**config.mk**
```make
export PLATFORM = sky130hd
export DESIGN_NAME = sequenciador_batalha
export DESIGN_NICKNAME = d
export VERILOG_FILES = /design/src/rtl/sequenciador_batalha.sv
export SDC_FILE = /design/constraint.sdc
export NUM_CORES = 1
export LEC_CHECK = 0
export CAP_MARGIN = 0
export CORE_MARGIN = 3
export CORE_UTILIZATION = 61
export DETAILED_ROUTE_END_ITERATION = 10
export GPL_ROUTABILITY_DRIVEN = 0
export PLACE_DENSITY = 0.92
export SETUP_SLACK_MARGIN = 0.5
export SYNTH_ARGS = -nofsm -noshare
export SYNTH_HDL_FRONTEND = slang
export SYNTH_SLANG_ARGS = --single-unit
```
**constraint.sdc**
```tcl
create_clock -name clock -period 9.2 [get_ports clock]
set_clock_uncertainty 0.2 [all_clocks]
set_input_delay 2.3 -clock clock [delete_from_list [all_inputs] [get_ports clock]]
set_output_delay 2.3 -clock clock [all_outputs]
set_load 0.01 [all_outputs]
```
**src/rtl/sequenciador_batalha.sv**
```systemverilog
// Game sequencer for the 5x7 battleship board: power-on, placement, saving
// the fleet, attack turns, victory/defeat, attack map and counters.
module sequenciador_batalha #(
    parameter int MAX_TENTATIVAS = 15,
    parameter int LARGURA_CONT   = 4
) (
    input  logic                    clock,
    input  logic                    reset_n,
    input  logic                    ligado,
    input  logic                    modo,
    input  logic                    salvar_jogo,
    input  logic                    confirmar_ataque,
    input  logic [2:0]              ataque_colunas,
    input  logic [2:0]              ataque_linhas,
    input  logic [6:0]              coluna1_posicionamento,
    input  logic [6:0]              coluna2_posicionamento,
    input  logic [6:0]              coluna3_posicionamento,
    input  logic [6:0]              coluna4_posicionamento,
    input  logic [6:0]              coluna5_posicionamento,
    output logic [6:0]              coluna1_saida,
    output logic [6:0]              coluna2_saida,
    output logic [6:0]              coluna3_saida,
    output logic [6:0]              coluna4_saida,
    output logic [6:0]              coluna5_saida,
    output logic                    led_acerto,
    output logic                    led_erro,
    output logic                    led_vitoria,
    output logic                    led_derrota,
    output logic [LARGURA_CONT-1:0] tentativas_restantes,
    output logic [5:0]              navios_restantes
);

    typedef enum logic [2:0] {
        DESLIGADO,
        POSICIONAMENTO,
        ATAQUE,
        VITORIA,
        DERROTA
    } estado_t;

    estado_t estado, estado_prox;

    // Column c of the board lives at index c-1; bit r-1 is row r (0 = ship).
    logic [4:0][6:0] posicionamento;
    logic [4:0][6:0] tabuleiro;
    logic [4:0][6:0] mapa;
    logic [4:0][6:0] saida;
    logic            salvo;
    logic            salvar_ant;
    logic            confirmar_ant;

    logic                    salvar_borda;
    logic                    confirmar_borda;
    logic [2:0]              col_idx;
    logic [2:0]              lin_idx;
    logic                    coord_valida;
    logic                    ja_atacado;
    logic                    eh_navio;
    logic                    ataque_ok;
    logic [5:0]              navios_novo;
    logic [LARGURA_CONT-1:0] tent_novo;

    // Number of ship cells (zero bits) on a board.
    function automatic logic [5:0] conta_navios(input logic [4:0][6:0] t);
        logic [5:0] n;
        n = '0;
        for (int i = 0; i < 5; i++) begin
            for (int j = 0; j < 7; j++) begin
                n = n + {5'd0, ~t[i][j]};
            end
        end
        return n;
    endfunction

    assign posicionamento = {coluna5_posicionamento, coluna4_posicionamento,
                             coluna3_posicionamento, coluna2_posicionamento,
                             coluna1_posicionamento};

    // Button edges, attack decode and the counter values a valid attack produces.
    always_comb begin
        salvar_borda    = salvar_jogo & ~salvar_ant;
        confirmar_borda = confirmar_ataque & ~confirmar_ant;
        col_idx         = ataque_colunas - 3'd1;
        lin_idx         = ataque_linhas - 3'd1;
        coord_valida    = (ataque_colunas >= 3'd1) && (ataque_colunas <= 3'd5) &&
                          (ataque_linhas != 3'd0);
        ja_atacado      = 1'b0;
        eh_navio        = 1'b0;
        if (coord_valida) begin
            ja_atacado = mapa[col_idx][lin_idx];
            eh_navio   = ~tabuleiro[col_idx][lin_idx];
        end
        ataque_ok   = (estado == ATAQUE) && ligado && modo && confirmar_borda &&
                      coord_valida && !ja_atacado;
        navios_novo = (eh_navio && navios_restantes != 6'd0) ?
                      navios_restantes - 6'd1 : navios_restantes;
        tent_novo   = (tentativas_restantes != '0) ?
                      tentativas_restantes - 1'b1 : tentativas_restantes;
    end

    // State register.
    always_ff @(posedge clock or negedge reset_n) begin
        if (!reset_n) estado <= DESLIGADO;
        else          estado <= estado_prox;
    end

    // Next-state logic; power-off overrides every other event.
    always_comb begin
        estado_prox = estado;
        if (!ligado) begin
            estado_prox = DESLIGADO;
        end else begin
            case (estado)
                DESLIGADO:      estado_prox = POSICIONAMENTO;
                POSICIONAMENTO: if (!salvar_borda && modo && salvo) estado_prox = ATAQUE;
                ATAQUE: begin
                    if (!modo) begin
                        estado_prox = POSICIONAMENTO;
                    end else if (ataque_ok) begin
                        if (navios_novo == 6'd0)     estado_prox = VITORIA;
                        else if (tent_novo == '0)    estado_prox = DERROTA;
                    end
                end
                VITORIA, DERROTA: if (!modo) estado_prox = POSICIONAMENTO;
                default:        estado_prox = DESLIGADO;
            endcase
        end
    end

    // Saved board, attack map, counters, hit/miss LEDs and button history.
    always_ff @(posedge clock or negedge reset_n) begin
        if (!reset_n) begin
            tabuleiro            <= '1;
            salvo                <= 1'b0;
            mapa                 <= '0;
            tentativas_restantes <= '0;
            navios_restantes     <= '0;
            led_acerto           <= 1'b0;
            led_erro             <= 1'b0;
            salvar_ant           <= 1'b0;
            confirmar_ant        <= 1'b0;
        end else begin
            salvar_ant    <= salvar_jogo;
            confirmar_ant <= confirmar_ataque;
            if (!ligado) begin
                tabuleiro            <= '1;
                salvo                <= 1'b0;
                mapa                 <= '0;
                tentativas_restantes <= '0;
                navios_restantes     <= '0;
                led_acerto           <= 1'b0;
                led_erro             <= 1'b0;
            end else begin
                case (estado)
                    POSICIONAMENTO: begin
                        if (salvar_borda) begin
                            tabuleiro        <= posicionamento;
                            navios_restantes <= conta_navios(posicionamento);
                            salvo            <= (conta_navios(posicionamento) != 6'd0);
                        end else if (modo && salvo) begin
                            tentativas_restantes <= LARGURA_CONT'(MAX_TENTATIVAS);
                            navios_restantes     <= conta_navios(tabuleiro);
                            mapa                 <= '0;
                            led_acerto           <= 1'b0;
                            led_erro             <= 1'b0;
                        end
                    end
                    ATAQUE, VITORIA, DERROTA: begin
                        if (!modo) begin
                            mapa                 <= '0;
                            tentativas_restantes <= '0;
                            led_acerto           <= 1'b0;
                            led_erro             <= 1'b0;
                        end else if (ataque_ok) begin
                            mapa[col_idx][lin_idx] <= 1'b1;
                            tentativas_restantes   <= tent_novo;
                            navios_restantes       <= navios_novo;
                            led_acerto             <= eh_navio;
                            led_erro               <= ~eh_navio;
                        end
                    end
                    default: ;
                endcase
            end
        end
    end

    // LED matrix drive: placement passes through, attack shows hits, end shows the fleet.
    always_comb begin
        saida = '1;
        case (estado)
            POSICIONAMENTO:   saida = (modo && !salvo) ? '1 : posicionamento;
            ATAQUE:           saida = ~mapa | tabuleiro;
            VITORIA, DERROTA: saida = tabuleiro;
            default:          saida = '1;
        endcase
    end

    assign coluna1_saida = saida[0];
    assign coluna2_saida = saida[1];
    assign coluna3_saida = saida[2];
    assign coluna4_saida = saida[3];
    assign coluna5_saida = saida[4];
    assign led_vitoria   = (estado == VITORIA);
    assign led_derrota   = (estado == DERROTA);

endmodule

```
==> impl_results.md <==
- Top_reg_cell synth: dfrtp_1
- Clock transition at the registers of the reported paths: 0.07 ns
- Cells along the critical path: clkdlybuf4s50_1 > inv_1 > fa_1 > fa_1 > inv_1 > fa_1 > inv_1 > fa_1 > fa_1 > fa_1 > fa_1 > inv_1 > fa_1 > inv_1 > a21o_1 > a21oi_1 > xor2_1 > o211ai_1 > a21oi_1 > o21a_1
- Antenna diode count: 0
- Total track usage: 0.355
- PwrDens: 251 nW/um^2
- Final Hold Viols: 0
- DRT Pass-1 Iters: 6
- Final nets: 1017
- LEAKAGE: 0.00388 uW
- Routed Antenna Nets: 0
- Most common cell after layout, fill and taps aside: inv_1
- CP Data Required Time: 9.30 ns
- Total power: approximately 2200 uW
- FF-to-FF setup slack: 3.47 ns
- CTS root buf: clkbuf_16
- Final Cycle Share: 0.827
- Die area: 13400 um^2
- Mapped Nets: approximately 950
- CP Data Arrival Time: 7.71 ns
- Hpwl dp: 17.3 mm
- WP buf/inv: 6
- Max FO, Critical Path: 3
- Post-Synth Adder-Cell Area: 0.183
- Setup violations, final: 0
- Cts repair resizes: 0
- Compound-gate portion of the synthesized area: 0.206
- Die Height: 116 um
- Num CTS Buffers: 9
- Post-synth top area cell: dfrtp_1
- CTS sink count: 88
- Yosys top cell area share: 0.180
- Place WS: about 1.2 ns
- Number of vias per cell: roughly 6.7
- Post-synthesis cell type count: 77
- Synth top area cells: dfrtp_1 18%, fa_1 15%, dfstp_2 13%
- Status: finished clean
- Layout cell share with drive strength beyond 1: 0.106
- #FFs+latches synth: 88
- Xor/xnor cell area share of the yosys netlist: 0.0155
- # DRC: 0
- Worst hold margin: 0.308 ns
- Critical register-to-register path startpoint: tabuleiro[19]
- Syn. warnings: 0
- Max frequency: 131 MHz
- Max clock buf depth: 2
- CP Class: in2reg
- I/O Pins: 96
- Simple-Gate Fraction of Synth Area: 0.154
- CTS tree: built
- Starting density of the core: 0.633
- Worst-margin pin slew: 1.30 ns
- Most frequent cells in the layout: 123 x inv_1, 94 x clkdlybuf4s50_1, 90 x nor2_1, 63 x nand2_1, 58 x o21ai_0
- First-pass GRT wire length: 35.9 mm
- Global route overflow: 0
- Largest net degree at the start of global routing: 50
- Cts hold-fix bufs: 0
- Post-Syn Area: roughly 7400 um^2
- Post-synth ARST share: 1.00
- Std cell rows: 39
- CP peak stage delay: 0.55 ns
- Setup TNS: 0 ns
- Core area: 11600 um^2
- Top delay family on crit path: adder cells
- Most frequent cell on the critical path: fa_1
- Largest family of logic cells by synthesized area: compound AO/OA/AOI/OAI gates
- Die width: 116 um
- Vias: between 6000 and 7000
- Initial antenna violation count: 0
- IO Port Bufs: 95
- Setup Buffers After CTS: 0
- Crit path capture type: flop
- Sequential share of the synthesized area: 0.306
- Avg Inst Size Synth: 8.90 um^2
- Initial drt markers: 1077
- Worst VDD drop: 0.224 mV
- Mux contribution to synthesized area: 0.0463
- Min Tclk post-route: 7.61 ns
- Synthesis-to-layout area growth: 17.5%
- Worst-Skew Late Latency: roughly 0.36 ns
- Number of flops mapped to enable cells by yosys: 0
- Crit path launch type: input pin
- H-tree depth: 3
- RSZ-0062 raised after global routing: no
- Slew Viols, Final: 0
- DR WL/cell: around 22 um
- Vias in the first global route: between 6000 and 7000
- HP Class: reg2reg
- Critical path endpoint: navios_restantes[4]
- Count of max-cap constraint violations: 0
- Reg2Reg Depth: 20
- Critical-path cell with the highest stage delay: fa_1
- Crit path from: coluna1_posicionamento[2]
- Reg-to-Reg End: navios_restantes[4]
- Drt total wl: 23.0 mm
- Crit. path cell count: 20
- Slew Limit Headroom: 0.135
- Post-Synthesis Cells: between 800 and 900
- Worst setup margin: 1.59 ns
layout make-up:
class | count | area, um^2
inverters | 125 | 469
clock buffers | 9 | 225
clock inverters | 7 | 63.8
well taps | 143 | 179
flip-flops and latches | 88 | 2250
multi-input cells | 570 | 4460
fillers | 850 | 2980
repair buffers | 101 | 993
power by group:
part / switching [uW] / internal (uW) / total (uW)
clock network: 178 / 189 / 367
registers: 78.0 / 431 / 509
logic: 740 / 553 / 1290
worst min path at each step:
stage | start | end | cells past startpoint
2_1_floorplan | mapa[8] | mapa[8] | 2
3_3_place_gp | mapa[13] | mapa[13] | 2
3_5_place_dp | mapa[13] | mapa[13] | 2
4_1_cts | mapa[13] | mapa[13] | 2
5_1_grt | mapa[18] | mapa[18] | 2
6_report | mapa[13] | mapa[13] | 2
flip-flops by register name, indices dropped and copies added (netlist names):
register              flops
confirmar_ant             1
estado                    3
led_acerto                1
led_erro                  1
mapa                     35
navios_restantes          6
salvar_ant                1
salvo                     1
tabuleiro                35
tentativas_restantes      4
layer usage:
layer	vias to the layer above	track usage	share of wire
li1	2972	-	-
met1	3318	0.482	0.38
met2	581	0.546	0.45
met3	101	0.0757	0.12
met4	0	0.174	0.052
met5	-	0	0
per-stage QoR:
stage / std cells / util / instance area, um^2
global route: 1043 / 0.743 / 8630
finish: 1043 / 0.743 / 8630
detailed placement: 1027 / 0.719 / 8350
CTS: 1043 / 0.743 / 8630
floorplan: 826 / - / 7350
global placement: 1027 / 0.719 / 8350
cells by family after synthesis:
| logic type | Yosys count |
|---|---|
| fa+ha+maj | 75 |
| buf+inv | 168 |
| compound gates | 221 |
| mux | 21 |
| xor+xnor | 10 |
| flops | 88 |
| simple gates | 243 |
tightest hold or removal path: stages, from the launching register on:
cell and delay [ns]:
dfrtp_1 0.36, nand2_1 0.05, o21ai_0 0.06
synth_stat cells, drive strengths merged (10+ instances only):
cell type / instances
fa: 54
o32a: 16
dfrtp: 53
inv: 124
clkbuf: 33
nor3: 13
mux2: 11
nand2: 65
nand3: 21
o21ai: 59
nor2: 91
a21oi: 49
buf: 10
dfstp: 35
o22a: 40
ha: 21
No activity file was read; power rests on OpenSTA's default activity.
==> RTL edit 1 (config.mk and constraints unchanged) <==
The parameter `LARGURA_CONT` goes from 4 to 6.
--- a/src/rtl/sequenciador_batalha.sv
+++ b/src/rtl/sequenciador_batalha.sv
@@ -2,7 +2,7 @@
 // the fleet, attack turns, victory/defeat, attack map and counters.
 module sequenciador_batalha #(
     parameter int MAX_TENTATIVAS = 15,
-    parameter int LARGURA_CONT   = 4
+    parameter int LARGURA_CONT   = 6
 ) (
     input  logic                    clock,
     input  logic                    reset_n,
Ports: changed (resized tentativas_restantes); port bits go from 96 to 98. No check against the original RTL was run, so the function may have changed too.
==> RTL edit 1 against the original RTL <==
Wire length up 3.3%; largest cell class unchanged; sequential power down 2%; final area up 3.8%; combinational power up 8%; count of clock-buffer cells in the layout up 1; highest routed layer unchanged; total power up 5.2%; first-iteration DRC count down 0.74%; largest power group unchanged; worst setup slack worse by 290 ps; sequential share of layout area down 0.39 points; sequential cell count up 2; area after synthesis up 3.5%.
==> RTL edit 1: results (changes against the original RTL) <==
startpoint: "coluna5_posicionamento[1]"
reg2reg_from: "tabuleiro[23]"
synthTopCellsByCount: "inv_1 (132), nor2_1 (128), a21oi_1 (70)"
grt_pass1_vias: 6992  # +3.8%
layout.cells.non_filler: 1102  # +5.7%
fill_cells: 849  # -0.12%
seq_area_frac_synth_pct: 30.2  # -0.37 points
layout-drive-gt1-share_pct: 10.5  # -0.063 points
grt_max_degree: 74  # +48%
status: "completed"
synth_nets: 979  # +3.3%
dp.cells: 1086  # +5.7%
grt_use_met1_pct: 45.7  # -2.6 points
synthCells: 856  # +3.6%
hpwl_um: 17400  # +0.51%
grt_first_pass_wirelength_um: 38200  # +6.5%
met2RoutedLength_um: 10900  # +4.5%
critical_path_arrival_ps: 7960  # +250 ps
grt_use_total_pct: 35.0  # -0.51 points
drtIter0Drc: 1069  # -0.74%
worstMarginPinSlew_ps: 1040  # -253 ps
use_met3_pct: 10.6  # +3.0 points
vias: 7148  # +2.5%
placed_area_um2: 8660  # +3.8%
routed_wl_um: 23800  # +3.3%
design_area_um2: 8960  # +3.8%
grt.met2_usage_pct: 53.6  # -0.94 points
met1_length_um: 8570  # -0.91%
firstDrtPassIters: 7  # +1
setup_slack_ps: 1300  # -288 ps
p_leak_nw: 4.02  # +3.5%
[RTL edit 1: cells by family after synthesis]
family                   Yosys count  synth area share [%]
buffers and inverters            178                  9.28
multiplexers                      19                  4.67
flip-flops                        90                  30.2
adder cells (fa/ha/maj)           76                  17.8
AND/OR/NAND/NOR                  246                  15.0
AO/OA/AOI/OAI                    235                  21.4
XOR/XNOR                          12                  1.58
[RTL edit 1: power by group]
part | switching, mW | internal [mW] | total (mW) | leakage (nW)
combinational | 0.819 | 0.573 | 1.39 | 2.75
sequential | 0.0562 | 0.441 | 0.497 | 1.12
clock | 0.173 | 0.218 | 0.391 | 0.147
[RTL edit 1: final cells by class]
class / instances / area share, %
clock buffer: 10 / 2.67
clock inverter: 6 / 0.712
inverter: 133 / 5.57
multi-input combinational: 588 / 51.4
sequential: 90 / 25.6
tap: 168 / 2.35
timing repair buffer: 107 / 11.6
==> RTL edit 2 (config.mk and constraints unchanged) <==
Without the edit above. Register the output `led_erro` once more, cleared by the reset; this adds one clock of latency there. The other outputs are not delayed to match.
--- a/src/rtl/sequenciador_batalha.sv
+++ b/src/rtl/sequenciador_batalha.sv
@@ -38,6 +38,8 @@
         DERROTA
     } estado_t;
 
+    logic led_erro_s0;
+
     estado_t estado, estado_prox;
 
     // Column c of the board lives at index c-1; bit r-1 is row r (0 = ship).
@@ -136,7 +138,7 @@
             tentativas_restantes <= '0;
             navios_restantes     <= '0;
             led_acerto           <= 1'b0;
-            led_erro             <= 1'b0;
+            led_erro_s0          <= 1'b0;
             salvar_ant           <= 1'b0;
             confirmar_ant        <= 1'b0;
         end else begin
@@ -149,7 +151,7 @@
                 tentativas_restantes <= '0;
                 navios_restantes     <= '0;
                 led_acerto           <= 1'b0;
-                led_erro             <= 1'b0;
+                led_erro_s0          <= 1'b0;
             end else begin
                 case (estado)
                     POSICIONAMENTO: begin
@@ -162,7 +164,7 @@
                             navios_restantes     <= conta_navios(tabuleiro);
                             mapa                 <= '0;
                             led_acerto           <= 1'b0;
-                            led_erro             <= 1'b0;
+                            led_erro_s0          <= 1'b0;
                         end
                     end
                     ATAQUE, VITORIA, DERROTA: begin
@@ -170,13 +172,13 @@
                             mapa                 <= '0;
                             tentativas_restantes <= '0;
                             led_acerto           <= 1'b0;
-                            led_erro             <= 1'b0;
+                            led_erro_s0          <= 1'b0;
                         end else if (ataque_ok) begin
                             mapa[col_idx][lin_idx] <= 1'b1;
                             tentativas_restantes   <= tent_novo;
                             navios_restantes       <= navios_novo;
                             led_acerto             <= eh_navio;
-                            led_erro               <= ~eh_navio;
+                            led_erro_s0            <= ~eh_navio;
                         end
                     end
                     default: ;
@@ -204,5 +206,13 @@
     assign led_vitoria   = (estado == VITORIA);
     assign led_derrota   = (estado == DERROTA);
 
+    always_ff @(posedge clock or negedge reset_n) begin
+        if (!reset_n) begin
+            led_erro <= '0;
+        end else begin
+            led_erro <= led_erro_s0;
+        end
+    end
+
 endmodule
 
Function: not settled (the Yosys comparison gave no result); the edit may change what the design does.
==> RTL edit 2 against the original RTL <==
Sequential cell count grew 1; wire length grew 2.2%; sequential power shrank 4%; total power grew 0.62%; worst setup slack lost 52 ps; area after synthesis grew 0.34%; register-to-register slack lost 110 ps; worst hold slack lost 130 ps; final area grew 0.30%; critical path type unchanged; largest power group unchanged; highest routed layer unchanged.
==> RTL edit 2: results (changes against the original RTL) <==
status: "completed"
grt_pass1_vias: 7078  # +5.1%
worstMarginPinSlew_ps: 1320  # +28.4 ps
ys_top_cells_by_area: "dfrtp_1 (18%), fa_1 (15%), dfstp_2 (12%), inv_1 (6.3%), o22a_1 (4.7%)"
grt_antenna_before_repair: 0  # unchanged
seq_area_frac_synth_pct: 30.8  # +0.24 points
synth_nets: 949  # +0.11%
min_path_cells: 0  # -2
min_from: "led_erro_s0"
p_leak_nw: 3.90  # +0.36%
hpwl_um: 17200  # -0.68%
drtIter0Drc: 1057  # -1.9%
grt_first_pass_wirelength_um: 37400  # +4.4%
reg2reg_from: "tabuleiro[19]"
ff2ff_setup_slack_ps: 3360  # -110 ps
layout-drive-gt1-share_pct: 10.5  # -0.023 points
grt_use_total_pct: 36.7  # +1.2 points
critical_path_arrival_ps: 7760  # +50 ps
hold_end: "led_erro"
area_growth_pct: 17.4  # about the same
synthCells: 827  # +0.12%
dp.cells: 1029  # +0.19%
firstDrtPassIters: 8  # +2
cts-resized-gates: 0  # unchanged
placed_area_um2: 8380  # +0.39%
fill_cells: 829  # -2.5%
synthTopCellsByCount: "inv_1 (123), nor2_1 (90), nand2_1 (63)"
wl_per_cell_um: 22.5  # +2.0%
routed_wl_um: 23500  # +2.2%
fin_hold_ws_ps: 178  # -129 ps
path_clk_slew_ps: 70  # about the same
avgViaCountPerCell: 6.78  # +1.4%
slowest_delay_ps: 670  # +120 ps
ir_drop_uv: 204  # -8.7%
==> RTL edit 2: changes by cell type in the layout (fill, tap and decap cells not counted), sizes merged <==
cell	before	now
buf	7	8
clkbuf	9	10
clkinv	3	4
dfrtp	53	54
inv	128	126
==> RTL edit 2: stage by stage <==
stage / setup WS [ps] / power, mW
6_report: 1540 / 2.18
5_1_grt: 1330 / 2.34
4_1_cts: 1550 / 2.15
3_5_place_dp: 1230 / 1.78
3_3_place_gp: 1380 / 1.72
2_1_floorplan: 2070 / 1.39
==> RTL edit 2: routing by layer <==
metal	up-vias	share of wire, %	wire length [µm]	GRT usage, %
met4	0	6.2	1470	19.6
met2	604	45	10600	56.4
met3	130	13	2970	9.45
met1	3372	36	8470	48.0
met5	-	0	0	0
li1	2974	-	-	-
==> RTL edit 2: report_power, final <==
| part | leakage [nW] | internal (mW) | switching [mW] | total (mW) |
|---|---|---|---|---|
| Clock | 0.135 | 0.188 | 0.177 | 0.364 |
| Sequential | 1.11 | 0.436 | 0.0547 | 0.491 |
| Combinational | 2.66 | 0.556 | 0.770 | 1.33 |
==> RTL edit 2: area by class of cell <==
cell class	instances	share of cell area (%)
sequential	89	26.2
multi-input combinational	570	51.5
inverter	125	5.42
timing repair buffer	102	11.6
clock buffer	10	2.64
clock inverter	6	0.621
tap	143	2.07
==> RTL edit 2: worst register-to-register path, cell delays in order (launching register included) <==
cell	delay [ps]
dfstp_2	580
inv_1	90
fa_1	490
fa_1	530
inv_1	60
fa_1	480
inv_1	50
fa_1	480
fa_1	560
fa_1	450
fa_1	420
inv_1	80
fa_1	200
inv_1	50
a21o_1	170
a21oi_1	190
xnor2_1	140
nand2_1	80
o211ai_1	130
a21oi_1	100
o21a_1	200
==> RTL edit 2: cell families (layout without fill, tap and decap cells) <==
logic type,Yosys count,count (layout),synth area share [%]
and+or+nand+nor,243,243,15.4
AOI/OAI and AO/OA,221,221,20.5
buffers and inverters,168,243,8.96
DFF,89,89,30.8
adders and majority gates,75,75,18.2
muxes,21,21,4.61
xor gates and xnor gates,10,10,1.54
==> RTL edit 2: worst max-delay path by stage <==
| stage | from | end |
|---|---|---|
| global placement | coluna5_posicionamento[1] | navios_restantes[5] |
| floorplan | coluna3_posicionamento[4] | navios_restantes[3] |
| global route | coluna5_posicionamento[1] | navios_restantes[3] |
| detailed placement | coluna5_posicionamento[1] | navios_restantes[4] |
| finish | coluna5_posicionamento[1] | navios_restantes[4] |
| CTS | coluna5_posicionamento[1] | navios_restantes[4] |
